**src/rtl/muldiv_sequencer_if.sv**
```systemverilog
// Decode-side bundle for the multi-cycle HI/LO unit: operation launch, HI/LO moves,
// MFHI/MFLO stall request and the unit's status/results.
interface muldiv_sequencer_if #(
   parameter int WIDTH = 32
);
   logic             start_i;
   logic [1:0]       op_i;
   logic [WIDTH-1:0] rs_i;
   logic [WIDTH-1:0] rt_i;
   logic             mthi_i;
   logic             mtlo_i;
   logic             mf_req_i;
   logic             busy_o;
   logic             done_o;
   logic             stall_o;
   logic [WIDTH-1:0] hi_o;
   logic [WIDTH-1:0] lo_o;

   modport master (
      output start_i, op_i, rs_i, rt_i, mthi_i, mtlo_i, mf_req_i,
      input  busy_o, done_o, stall_o, hi_o, lo_o
   );

   modport slave (
      input  start_i, op_i, rs_i, rt_i, mthi_i, mtlo_i, mf_req_i,
      output busy_o, done_o, stall_o, hi_o, lo_o
   );
endinterface

```
**src/rtl/muldiv_sequencer.sv**
```systemverilog
// Multi-cycle MULT/MULTU/DIV/DIVU unit owning HI/LO: shift-add multiply and restoring
// divide at one bit per cycle on magnitudes, with sign fix-up in a final cycle.
module muldiv_sequencer #(
   parameter int WIDTH = 32
) (
   input  logic              clk,
   input  logic              reset_ni,
   muldiv_sequencer_if.slave bus
);
   localparam int CW = $clog2(WIDTH + 1);

   localparam logic [1:0] ST_IDLE = 2'd0;
   localparam logic [1:0] ST_RUN  = 2'd1;
   localparam logic [1:0] ST_FIX  = 2'd2;

   logic [1:0]         state_q, state_d;
   logic [1:0]         op_q, op_d;
   logic [2*WIDTH-1:0] acc_q, acc_d;
   logic [WIDTH-1:0]   b_q, b_d;
   logic [WIDTH-1:0]   hi_q, hi_d;
   logic [WIDTH-1:0]   lo_q, lo_d;
   logic [CW-1:0]      cnt_q, cnt_d;
   logic               neg_quot_q, neg_quot_d;
   logic               neg_rem_q, neg_rem_d;
   logic               divzero_q, divzero_d;
   logic               done_q, done_d;

   logic               is_signed, is_div, rs_neg, rt_neg;
   logic [WIDTH-1:0]   rs_abs, rt_abs;
   logic [WIDTH:0]     mul_sum, div_shift, div_sub;
   logic               div_ge;
   logic [2*WIDTH-1:0] prod_fix;
   logic [WIDTH-1:0]   quot_fix, rem_fix;

   assign is_signed = ~bus.op_i[0];
   assign is_div    = bus.op_i[1];
   assign rs_neg    = is_signed & bus.rs_i[WIDTH-1];
   assign rt_neg    = is_signed & bus.rt_i[WIDTH-1];
   assign rs_abs    = rs_neg ? -bus.rs_i : bus.rs_i;
   assign rt_abs    = rt_neg ? -bus.rt_i : bus.rt_i;

   // acc holds {partial product, multiplier} for multiply and {remainder, quotient} for divide
   assign mul_sum   = {1'b0, acc_q[2*WIDTH-1:WIDTH]} + {1'b0, (acc_q[0] ? b_q : '0)};
   assign div_shift = acc_q[2*WIDTH-1:WIDTH-1];
   assign div_ge    = (div_shift >= {1'b0, b_q});
   assign div_sub   = div_shift - {1'b0, b_q};

   assign prod_fix  = (op_q == 2'b00 && neg_quot_q) ? -acc_q : acc_q;
   assign quot_fix  = (op_q == 2'b10 && neg_quot_q) ? -acc_q[WIDTH-1:0] : acc_q[WIDTH-1:0];
   assign rem_fix   = (op_q == 2'b10 && neg_rem_q) ? -acc_q[2*WIDTH-1:WIDTH]
                                                   : acc_q[2*WIDTH-1:WIDTH];

   always_comb begin
      state_d    = state_q;
      op_d       = op_q;
      acc_d      = acc_q;
      b_d        = b_q;
      hi_d       = hi_q;
      lo_d       = lo_q;
      cnt_d      = cnt_q;
      neg_quot_d = neg_quot_q;
      neg_rem_d  = neg_rem_q;
      divzero_d  = divzero_q;
      done_d     = 1'b0;

      // A new start or an HI/LO move always abandons whatever is in flight, FIX included
      if (bus.start_i) begin
         op_d       = bus.op_i;
         acc_d      = {{WIDTH{1'b0}}, rs_abs};
         b_d        = rt_abs;
         neg_quot_d = rs_neg ^ rt_neg;
         neg_rem_d  = rs_neg;
         divzero_d  = is_div && (bus.rt_i == '0);
         cnt_d      = CW'(WIDTH);
         state_d    = ST_RUN;
      end else if (bus.mthi_i || bus.mtlo_i) begin
         if (bus.mthi_i) hi_d = bus.rs_i;
         if (bus.mtlo_i) lo_d = bus.rs_i;
         state_d = ST_IDLE;
      end else begin
         case (state_q)
            ST_RUN: begin
               if (op_q[1]) begin
                  acc_d = div_ge ? {div_sub[WIDTH-1:0], acc_q[WIDTH-2:0], 1'b1}
                                 : {acc_q[2*WIDTH-2:0], 1'b0};
               end else begin
                  acc_d = {mul_sum, acc_q[WIDTH-1:1]};
               end
               cnt_d = cnt_q - CW'(1);
               if (cnt_q == CW'(1)) state_d = ST_FIX;
            end
            ST_FIX: begin
               if (divzero_q) begin
                  hi_d = '0;
                  lo_d = '0;
               end else if (op_q[1]) begin
                  hi_d = rem_fix;
                  lo_d = quot_fix;
               end else begin
                  hi_d = prod_fix[2*WIDTH-1:WIDTH];
                  lo_d = prod_fix[WIDTH-1:0];
               end
               done_d  = 1'b1;
               state_d = ST_IDLE;
            end
            default: state_d = ST_IDLE;
         endcase
      end
   end

   always_ff @(posedge clk or negedge reset_ni) begin
      if (!reset_ni) begin
         state_q    <= ST_IDLE;
         op_q       <= 2'b00;
         acc_q      <= '0;
         b_q        <= '0;
         hi_q       <= '0;
         lo_q       <= '0;
         cnt_q      <= '0;
         neg_quot_q <= 1'b0;
         neg_rem_q  <= 1'b0;
         divzero_q  <= 1'b0;
         done_q     <= 1'b0;
      end else begin
         state_q    <= state_d;
         op_q       <= op_d;
         acc_q      <= acc_d;
         b_q        <= b_d;
         hi_q       <= hi_d;
         lo_q       <= lo_d;
         cnt_q      <= cnt_d;
         neg_quot_q <= neg_quot_d;
         neg_rem_q  <= neg_rem_d;
         divzero_q  <= divzero_d;
         done_q     <= done_d;
      end
   end

   assign bus.busy_o  = (state_q != ST_IDLE);
   assign bus.done_o  = done_q;
   assign bus.stall_o = bus.mf_req_i & bus.busy_o;
   assign bus.hi_o    = hi_q;
   assign bus.lo_o    = lo_q;
endmodule

```
**src/flat_wrapper.sv**
```systemverilog
// flat-port wrapper written by rule: the top's interface ports become plain ports
module muldiv_sequencer_flat 
#(
   parameter int WIDTH = 32
)
  (clk, reset_ni, bus_start_i, bus_op_i, bus_rs_i, bus_rt_i, bus_mthi_i, bus_mtlo_i, bus_mf_req_i, bus_busy_o, bus_done_o, bus_stall_o, bus_hi_o, bus_lo_o);
  muldiv_sequencer_if #(.WIDTH(WIDTH)) bus_i ();
  input  logic clk;
  input  logic reset_ni;
  input wire logic [$bits(bus_i.start_i)-1:0] bus_start_i;
  input wire logic [$bits(bus_i.op_i)-1:0] bus_op_i;
  input wire logic [$bits(bus_i.rs_i)-1:0] bus_rs_i;
  input wire logic [$bits(bus_i.rt_i)-1:0] bus_rt_i;
  input wire logic [$bits(bus_i.mthi_i)-1:0] bus_mthi_i;
  input wire logic [$bits(bus_i.mtlo_i)-1:0] bus_mtlo_i;
  input wire logic [$bits(bus_i.mf_req_i)-1:0] bus_mf_req_i;
  output wire logic [$bits(bus_i.busy_o)-1:0] bus_busy_o;
  output wire logic [$bits(bus_i.done_o)-1:0] bus_done_o;
  output wire logic [$bits(bus_i.stall_o)-1:0] bus_stall_o;
  output wire logic [$bits(bus_i.hi_o)-1:0] bus_hi_o;
  output wire logic [$bits(bus_i.lo_o)-1:0] bus_lo_o;
  assign bus_i.start_i = bus_start_i;
  assign bus_i.op_i = bus_op_i;
  assign bus_i.rs_i = bus_rs_i;
  assign bus_i.rt_i = bus_rt_i;
  assign bus_i.mthi_i = bus_mthi_i;
  assign bus_i.mtlo_i = bus_mtlo_i;
  assign bus_i.mf_req_i = bus_mf_req_i;
  assign bus_busy_o = bus_i.busy_o;
  assign bus_done_o = bus_i.done_o;
  assign bus_stall_o = bus_i.stall_o;
  assign bus_hi_o = bus_i.hi_o;
  assign bus_lo_o = bus_i.lo_o;
  muldiv_sequencer #(.WIDTH(WIDTH)) u_core (.clk(clk), .reset_ni(reset_ni), .bus(bus_i));
endmodule
```
**config.mk**
```make
export PLATFORM = sky130hd
export DESIGN_NAME = muldiv_sequencer_flat
export DESIGN_NICKNAME = d
export VERILOG_FILES = /design/src/rtl/muldiv_sequencer_if.sv /design/src/rtl/muldiv_sequencer.sv /design/src/flat_wrapper.sv
export SDC_FILE = /design/constraint.sdc
export NUM_CORES = 1
export LEC_CHECK = 0
export ABC_AREA = 1
export CAP_MARGIN = 20
export CORE_UTILIZATION = 30
export CTS_BUF_LIST = sky130_fd_sc_hd__clkbuf_4
export DETAILED_ROUTE_END_ITERATION = 6
export GPL_TIMING_DRIVEN = 0
export PLACE_DENSITY_LB_ADDON = 0.15
export SKIP_CTS_REPAIR_TIMING = 1
export SLEW_MARGIN = 20
export SYNTH_ARGS = -nofsm -noshare
export SYNTH_HDL_FRONTEND = slang
export SYNTH_SLANG_ARGS = --single-unit
export TNS_END_PERCENT = 50
```
**constraint.sdc**
```tcl
create_clock -name clk -period 3.3 [get_ports clk]
set_clock_uncertainty 0.15 [all_clocks]
set_input_delay 0.825 -clock clk [delete_from_list [all_inputs] [get_ports clk]]
set_output_delay 0.825 -clock clk [all_outputs]
set_load 0.02 [all_outputs]
```
==> reports/metrics.cfg <==
[sta]
slew_headroom=0.157
final.min_clock_period_ns=3.19
final-max-slew-violation-count=0
setup_viol=0
worst_slew_pin_slew_ns=1.26
timing.final.crit_share=0.968
hold_viol=0
fmax_ghz=0.313
fin_ws_ns=0.105

[pwr]
seqPwrFrac=0.367
p_leak_nw=10.3
ir_drop_v=0.000295
clock_power_share=0.198
p_sw_frac=0.471
p_int_mw=3.99
switchingPower_mw=3.55
comb_power_share=0.434
power.density_nw_per_um2=368

[yosys]
avgSynthCellArea_um2=5.88
synth.distinct_cells=56
synth_area_um2=17700
yosysTopAreaCellShare=0.246
synth_top_family_by_area=simple AND/OR/NAND/NOR gates
synth_warnings=0
synth_nets=3152
synthMuxAreaShare=0
ys_top_cells_by_count=874 x nand2_1, 432 x inv_1, 385 x nor2_1
yosysTopAreaCell=dfrtp_1
async_flop_share=1.00
synthXorXnorAreaFrac=0.0268
synthCells=3008
synth-simple-area-share=0.420
ys_seq_elements=174
synth_ff_type=dfrtp_1
netlist_top_cells_area=dfrtp_1 25%, nand2_1 19%, inv_1 9.2%, nand3_1 8.7%, nor2_1 8.2%
synth_adder_area_share=0.0518
seq_area_frac_synth=0.246
synth_edf_count=0
yosysMostFrequentCell=nand2_1
synth_compound_area_frac=0.134

[route]
dr.pass1.iters=6
initialDrtViolationCount=2645
finalWirelength_mm=88.6
detail-route-antenna-nets=0
num_vias=20900
avgViaCountPerCell=5.30
route.detailed.wl_per_inst_um=22.4
drc=0

[worst_setup_path]
cp-start-kind=register
required_ns=3.82
end_kind=register
cp_max_fo=10
setup.worst_path.class=reg2reg
crit_arrival_ns=3.72

[job]
max_cap_violations=0

[floorplan]
ios=139
coreArea_um2=57900
die_x_um=245
die_height_um=245
dieArea_um2=59900
start_util=0.305
rows=88

[placement]
dpl_cell_area_um2=20100
gp_congestion=1.05
post-dp-hpwl_mm=73.8
dpl_worst_slack_ns=-0.739
io_buffers=138

[outcome]
outcome=complete, no violations

[clock_network]
cts_made_buffers=17
clkLatencyLatePin_ns=0.81
clock_sinks=174
cts_root_buf=clkbuf_4
htree_levels=4
clock_path_buffers=2
tritoncts=done
clk_pin_slew_ns=0.22

[finish]
final_cell_area_um2=20500
layout-drive-gt1-share=0.0468
fin_nets=3312
area_growth_pct=16.1

[grt]
grt_pass1_wl_mm=129
grt_start_max_net_pins=76
gr-total-overflow=0
grt_pass1_vias=19300
grt_use_total=0.293
antenna_found_initial=4

[min_path]
holdCritPathClass=in2async

per-layer routing:
metal | GRT usage | part of all wire | up-vias
li1 | - | - | 9987
met1 | 0.427 | 0.46 | 9845
met2 | 0.427 | 0.41 | 984
met3 | 0.0554 | 0.087 | 131
met4 | 0.101 | 0.036 | 2
met5 | 0 | 0.00016 | -
per-stage QoR:
stage          hold WS [ns]  TNS (ns)  cells  power, mW  utilization
2_1_floorplan         0.301         0   3008       4.55            -
3_3_place_gp          0.320  -1199.68   3911       5.97        0.346
3_5_place_dp          0.322    -45.72   3913       5.99        0.347
4_1_cts              -0.349     -5.23   3945       7.49        0.352
5_1_grt               0.308  -0.00290   3948       7.93        0.354
6_report              0.302         0   3953       7.54        0.354
state kept, by name (all words and copies together) (netlist names):
signal	flops
u_core.divzero_q	1
u_core.bus.done_o	1
u_core.op_q	2
u_core.state_q	2
u_core.bus.lo_o	32
u_core.neg_rem_q	1
u_core.cnt_q	6
u_core.b_q	32
u_core.bus.hi_o	32
u_core.neg_quot_q	1
u_core.acc_q	64
placed cells by master (no fill, tap or decap), types with 9 or more instances in the layout:
cell type	Yosys	final
o211ai_1	10	10
a2bb2oi_1	19	19
buf_2	14	13
inv_1	432	432
xnor2_1	22	22
xor2_1	32	32
a31oi_1	32	32
nor2_2	16	18
nand2_1	874	869
ha_1	70	69
dfrtp_1	174	174
nand4_1	40	40
nor2_1	385	382
nor3_1	35	34
clkbuf_1	58	54
nand3_1	309	305
nand3b_1	26	26
a22oi_1	9	9
nor4_1	10	10
nand2_2	22	27
o21ai_0	181	181
a21oi_1	143	141
clkdlybuf4s50_1	0	137
clkbuf_4	0	17
cell type report:
type | count | area, um^2
inverter | 445 | 1670
sequential | 174 | 4350
buffer | 91 | 482
timing repair buffer | 141 | 1450
clock buffer | 17 | 128
antenna | 7 | 17.5
fill | 6565 | 37400
multi-input combinational | 2298 | 11300
tap | 765 | 957
clock inverter | 15 | 194
logic make-up (layout without fill, tap and decap cells):
logic type                 Yosys count  after routing
and+or+nand+nor                   1745           1745
buffers and inverters              536            709
AOI/OAI and AO/OA                  427            427
DFF                                174            174
adders and majority gates           72             72
xor gates and xnor gates            54             54
other                                0              7
final timing paths:
kind	from	end	slack [ns]	depth (start not counted)
max	u_core.acc_q[53]$_DFFE_PN0P_	u_core.acc_q[42]$_DFFE_PN0P_	0.11	13
min	reset_ni	u_core.acc_q[8]$_DFFE_PN0P_	0.30	2
max reg2reg	u_core.acc_q[53]$_DFFE_PN0P_	u_core.acc_q[42]$_DFFE_PN0P_	0.11	13
min reg2reg	u_core.bus.lo_o[16]$_DFFE_PN0P_	u_core.bus.lo_o[16]$_DFFE_PN0P_	0.35	2
max in group asynchronous	reset_ni	u_core.neg_rem_q$_DFFE_PN0P_	1.63	4
min in group clk	u_core.bus.lo_o[16]$_DFFE_PN0P_	u_core.bus.lo_o[16]$_DFFE_PN0P_	0.35	2
worst max-delay path, cell delays in order (launching register included):
cell	delay, ns
dfrtp_1	0.66
ha_1	0.50
nand2_1	0.14
nor2_2	0.20
nand2_2	0.10
nor2_2	0.22
nand2_1	0.11
nand2_1	0.09
nor2_2	0.05
nand2_2	0.17
buf_2	0.28
nand3_1	0.17
nand3b_1	0.14
nand2_1	0.05
power by group through the flow:
stage | Combinational (mW) | Clock, mW | Sequential [mW]
3_5_place_dp | 3.19 | 0 | 2.80
4_1_cts | 3.21 | 1.52 | 2.76
5_1_grt | 3.55 | 1.58 | 2.79
6_report | 3.27 | 1.50 | 2.77
2_1_floorplan | 1.77 | 0 | 2.78
3_3_place_gp | 3.17 | 0 | 2.80
Power figures use the tool's default switching activity.
